## config.mk

```make
export PLATFORM = sky130hd
export DESIGN_NAME = reg_dump_streamer
export DESIGN_NICKNAME = d
export VERILOG_FILES = /design/src/rtl/reg_dump_pkg.sv /design/src/rtl/reg_dump_streamer.sv
export SDC_FILE = /design/constraint.sdc
export NUM_CORES = 1
export LEC_CHECK = 0
export CORE_AREA = 3 3 417 419
export CTS_CLUSTER_SIZE = 12
export DETAILED_ROUTE_END_ITERATION = 10
export DIE_AREA = 0 0 420 422
export HOLD_SLACK_MARGIN = 0.05
export PLACE_DENSITY_LB_ADDON = 0.12
export SLEW_MARGIN = 40
export SYNTH_ARGS = -nofsm -noshare
export SYNTH_HDL_FRONTEND = slang
export SYNTH_SLANG_ARGS = --single-unit
export TNS_END_PERCENT = 1
```

## constraint.sdc

```tcl
create_clock -name clk -period 71.6 [get_ports clk]
set_input_delay 7.16 -clock clk [delete_from_list [all_inputs] [get_ports clk]]
set_output_delay 7.16 -clock clk [all_outputs]
set_load 0.05 [all_outputs]
```

## src/rtl/reg_dump_pkg.sv

```systemverilog
// Shared definitions for the register dump streamer.
// Holds the two-state FSM encoding and the default sizing constants
// used by reg_dump_streamer and its integration wrapper.
package reg_dump_pkg;

  typedef enum logic {
    IDLE = 1'b0,
    SEND = 1'b1
  } state_e;

  localparam int DEF_NUM_REGS = 32;
  localparam int DEF_DATA_W   = 32;
  localparam int DEF_IDX_W    = 5;
  localparam int DEF_CNT_W    = 8;

endpackage

```

## src/rtl/reg_dump_streamer.sv

```systemverilog
// Debug readout unit for the CPU register file.
// On a dump request all registers are snapshotted in one cycle and then
// streamed out one word per beat over a valid/ready interface.
//
// Ports:
//   clk        - system clock, rising edge
//   rst        - asynchronous active-high reset, clears all state
//   reg_flat   - concatenated register outputs, reg i at [i*DATA_W +: DATA_W]
//   dump_req   - request a dump, sampled every rising edge
//   out_valid  - current beat is valid
//   out_ready  - consumer accepts the beat when out_valid && out_ready
//   out_data   - snapshot value of register out_idx
//   out_idx    - register index of the current beat
//   out_last   - high on the beat carrying the last register
//   busy       - a dump is in progress
//   pending    - one queued request is waiting
//   overflow   - sticky, a request was dropped because one was already queued
//   dump_count - completed dumps, wraps modulo 2**CNT_W
module reg_dump_streamer
  import reg_dump_pkg::*;
#(
  parameter int NUM_REGS = DEF_NUM_REGS,
  parameter int DATA_W   = DEF_DATA_W,
  parameter int IDX_W    = DEF_IDX_W,
  parameter int CNT_W    = DEF_CNT_W
) (
  input  logic                       clk,
  input  logic                       rst,
  input  logic [NUM_REGS*DATA_W-1:0] reg_flat,
  input  logic                       dump_req,
  output logic                       out_valid,
  input  logic                       out_ready,
  output logic [DATA_W-1:0]          out_data,
  output logic [IDX_W-1:0]           out_idx,
  output logic                       out_last,
  output logic                       busy,
  output logic                       pending,
  output logic                       overflow,
  output logic [CNT_W-1:0]           dump_count
);

  localparam logic [IDX_W-1:0] LAST_IDX = IDX_W'(NUM_REGS - 1);

  state_e            state_q, state_d;
  logic [IDX_W-1:0]  idx_q, idx_d;
  logic              pending_q, pending_d;
  logic              overflow_q, overflow_d;
  logic [CNT_W-1:0]  count_q, count_d;
  logic [DATA_W-1:0] snap_q [NUM_REGS];
  logic [DATA_W-1:0] snap_d [NUM_REGS];

  logic fire;
  logic last_beat;
  logic capture;

  assign fire      = (state_q == SEND) && out_ready;
  assign last_beat = (idx_q == LAST_IDX);

  // NOTE: every signal written here gets its default first, so no path
  // through the block leaves a value unassigned and no latch is inferred.
  always_comb begin
    state_d    = state_q;
    idx_d      = idx_q;
    pending_d  = pending_q;
    overflow_d = overflow_q;
    count_d    = count_q;
    capture    = 1'b0;

    unique case (state_q)
      IDLE: begin
        if (dump_req) begin
          capture = 1'b1;
          idx_d   = '0;
          state_d = SEND;
        end
      end

      SEND: begin
        // A request landing on the last handshake restarts directly
        // instead of queueing, so it must not also set pending.
        if (dump_req) begin
          if (pending_q) begin
            overflow_d = 1'b1;
          end else if (!(fire && last_beat)) begin
            pending_d = 1'b1;
          end
        end

        if (fire) begin
          if (!last_beat) begin
            idx_d = idx_q + IDX_W'(1);
          end else begin
            count_d = count_q + CNT_W'(1);
            idx_d   = '0;
            if (pending_q || dump_req) begin
              // Back-to-back restart: fresh snapshot, no idle gap.
              capture   = 1'b1;
              pending_d = 1'b0;
            end else begin
              state_d = IDLE;
            end
          end
        end
      end

      default: state_d = IDLE;
    endcase
  end

  always_comb begin
    snap_d = snap_q;
    if (capture) begin
      for (int i = 0; i < NUM_REGS; i++) begin
        snap_d[i] = reg_flat[i*DATA_W +: DATA_W];
      end
    end
  end

  // NOTE: sequential state uses non-blocking assignments so every flop
  // samples the pre-edge value of every other flop.
  always_ff @(posedge clk or posedge rst) begin
    if (rst) begin
      state_q    <= IDLE;
      idx_q      <= '0;
      pending_q  <= 1'b0;
      overflow_q <= 1'b0;
      count_q    <= '0;
    end else begin
      state_q    <= state_d;
      idx_q      <= idx_d;
      pending_q  <= pending_d;
      overflow_q <= overflow_d;
      count_q    <= count_d;
    end
  end

  // NOTE: the snapshot array is deliberately left out of reset; its
  // contents are never visible outside SEND, and leaving it unreset
  // lets it map onto plain storage without a reset network.
  always_ff @(posedge clk) begin
    snap_q <= snap_d;
  end

  // Outputs come only from registered state; out_data is gated so it reads
  // zero whenever no beat is offered, including immediately under reset.
  assign out_valid  = (state_q == SEND);
  assign busy       = (state_q != IDLE);
  assign out_data   = out_valid ? snap_q[idx_q] : '0;
  assign out_idx    = idx_q;
  assign out_last   = out_valid && last_beat;
  assign pending    = pending_q;
  assign overflow   = overflow_q;
  assign dump_count = count_q;

endmodule

```

==> results.sh <==
export IMPL_htree_num_levels=3
export IMPL_finalHoldViolations=0
export IMPL_synth_cells=1969
export IMPL_core_mm2=0.171
export IMPL_first_iter_violations=1933
export IMPL_slew_viol_final=0
export IMPL_dieWidth_um=420
export IMPL_worstPathArrival_ns=5.31
export IMPL_holdBufCountCts=0
export IMPL_synth_top_flop_cell="edfxtp_1"
export IMPL_grt_pass1_vias=25700
export IMPL_synth_area_top_cells="edfxtp_1 77%, mux2i_1 8.0%, mux4_2 5.5%"
export IMPL_yosysMostFrequentCell="edfxtp_1"
export IMPL_ys_top_cells_by_count="1,024 x edfxtp_1, 319 x mux2i_1, 117 x a22oi_1"
export IMPL_start_util_pct=23.4
export IMPL_ys_ff_latch=1040
export IMPL_worstPathRequired_ns=64.44
export IMPL_clock_fmax_mhz=80.2
export IMPL_cp_slowest_cell="clkdlybuf4s50_1"
export IMPL_clk_path_buf_depth=3
export IMPL_clock_skew_ns=0.0185
export IMPL_yosys_area_top_type="edfxtp_1"
export IMPL_status="finished, final reports clean"
export IMPL_grt_overflow_total=0
export IMPL_hpwlAfterDp_mm=121
export IMPL_ir_drop_uv=23.4
export IMPL_hold_class="register to register"
export IMPL_yosysWarnings=0
export IMPL_num_vias=23900
export IMPL_powerDensity_mw_per_mm2=30.9
export IMPL_cts_made_buffers=120
export IMPL_clk_pin_slew_ns=0.06
export IMPL_fin_nets=4127
export IMPL_root_buffer="clkbuf_16"
export IMPL_post_cts_resized=0
export IMPL_rows=152
export IMPL_first_pass_iters=5
export IMPL_netlist_area_leader_share_pct=76.9
export IMPL_tightestPinTransition_ns=0.854
export IMPL_synth_seq_area_share_pct=77.9
export IMPL_fin_area_mm2=0.0575
export IMPL_fp_dieH_um=422
export IMPL_maxSlewHeadroom_pct=43.0
export IMPL_finalSetupTns_ns=0
export IMPL_end_kind="primary output"
export IMPL_io_buffers=1077
export IMPL_area_growth_pct=43.8
export IMPL_fin_crit_ns=12.47
export IMPL_io_pins=1078
export IMPL_crit_path_max_incr_delay_ns=0.93
export IMPL_die_area_mm2=0.177
export IMPL_rsz0062_at_grt="false"
export IMPL_antenna_found_initial=105
export IMPL_drive_above_1_share_pct=11.7
export IMPL_wire_per_inst_um=29.7
export IMPL_ys_types=47
export IMPL_synth_net_count=3000
export IMPL_grt_max_degree=172
export IMPL_avgSynthCellArea_um2=20.3
export IMPL_setup_viol=0
export IMPL_start_kind="register"
export IMPL_via_per_inst=4.38
export IMPL_final_period_utilization_pct=17.4
export IMPL_syn_cell_area_mm2=0.0400
export IMPL_cp_cell_sequence="buf_6 > buf_12 > buf_16 > mux2i_1 > a221oi_1 > nand3_1 > nor4_2 > clkdlybuf4s50_1"
export IMPL_place_gp_congestion=0.834
export IMPL_placed_cell_area_mm2=0.0534
export IMPL_drc_errors=0
export IMPL_leakagePower_nw=18.8
export IMPL_wirelength_mm=163
export IMPL_crit_type="register to primary output"
export IMPL_cts_sinks=1040
export IMPL_clk_latency_ns=0.76
export IMPL_synth_edf_count=1024
export IMPL_postCtsSetupBuffers=0
export IMPL_grt_usage_pct=17.8
export IMPL_cap_viol_max_count=0
export IMPL_ant_nets=0
export IMPL_cp_max_fo=60
export IMPL_cts_tree="yes"
export IMPL_async_reset_ff_share_pct=1.54
export IMPL_grt_first_pass_wirelength_mm=216
-- routing by layer --
layer | vias to the layer above | GRT usage, % | share of wire (%)
li1 | 10500 | - | -
met1 | 12200 | 19.6 | 36
met2 | 910 | 32.8 | 55
met3 | 293 | 4.80 | 6.4
met4 | 28 | 5.62 | 2.6
met5 | - | 0 | 0.12
-- sequential cells by signal, summed over array words and instances, names as in the netlist --
| signal | cells |
|---|---|
| busy | 1 |
| dump_count | 8 |
| out_idx | 5 |
| overflow | 1 |
| pending | 1 |
| snap_q | 1024 |
-- logic make-up after synthesis --
logic type | after synthesis | synth area share [%]
compound gates | 241 | 4.38
simple gates | 138 | 2.29
fa+ha+maj | 3 | 0.0939
flops | 1040 | 77.9
mux | 416 | 13.4
xor+xnor | 7 | 0.153
buf+inv | 124 | 1.74
-- placed cells by master, fill, tap and decap left out, types with 27 or more instances in the layout --
cell type,n
clkinv_1,28
clkdlybuf4s50_1,1077
a21oi_1,36
o22ai_1,34
diode_2,44
mux2i_1,319
nor4_2,29
buf_4,27
a221oi_1,32
a22oi_1,117
edfxtp_1,1024
clkbuf_16,121
nand3_1,35
mux4_2,97
nor2_1,37
-- per-stage QoR --
| stage | utilization (%) | hold WS (ns) | cells | total power, W | setup slack, ns |
|---|---|---|---|---|---|
| 5_1_grt | 33.6 | 0.500 | 5454 | 0.00185 | 58.83 |
| 3_3_place_gp | 31.2 | 0.463 | 5199 | 0.00119 | 59.08 |
| 4_1_cts | 33.5 | 0.494 | 5425 | 0.00181 | 58.96 |
| 6_report | 33.6 | 0.496 | 5473 | 0.00178 | 59.13 |
| 3_5_place_dp | 31.2 | 0.465 | 5203 | 0.00119 | 58.84 |
| 2_1_floorplan | - | 0.770 | 1969 | 0.000984 | 12.06 |
-- where the power goes --
| group | switching [W] | total [W] | internal (W) |
|---|---|---|---|
| combinational | 0.000282 | 0.000479 | 0.000197 |
| clock | 0.000257 | 0.000609 | 0.000352 |
| sequential | 0.0000133 | 0.000687 | 0.000674 |
-- layout make-up --
cell class / instances / area (um2)
antenna: 44 / 110
clock buffer: 144 / 3110
clock inverter: 78 / 749
fill: 16400 / 113000
inverter: 4 / 15.0
multi-input combinational: 805 / 8210
sequential: 1040 / 31200
tap: 2233 / 2790
timing repair buffer: 1125 / 11300
-- worst max-delay path, delay by kind of cell (launching register included) --
kind / cells / cell delay, ns
AOI/OAI and AO/OA: 1 / 0.40
and+or+nand+nor: 2 / 0.69
DFF: 1 / 0.83
buffers and inverters: 4 / 2.30
muxes: 1 / 0.14
-- worst paths after layout --
kind                               start       endpoint  slack, ns  cells past startpoint
max                           out_idx[1]   out_data[15]      59.13                      8
min                        dump_count[7]  dump_count[7]       0.50                      1
max reg2reg                   out_idx[1]    snap_q[110]      65.98                     12
min reg2reg                dump_count[7]  dump_count[7]       0.50                      1
max in group asynchronous            rst     out_idx[0]      64.35                      2
min in group asynchronous            rst       overflow       6.78                      2
Power figures use the tool's default switching activity.
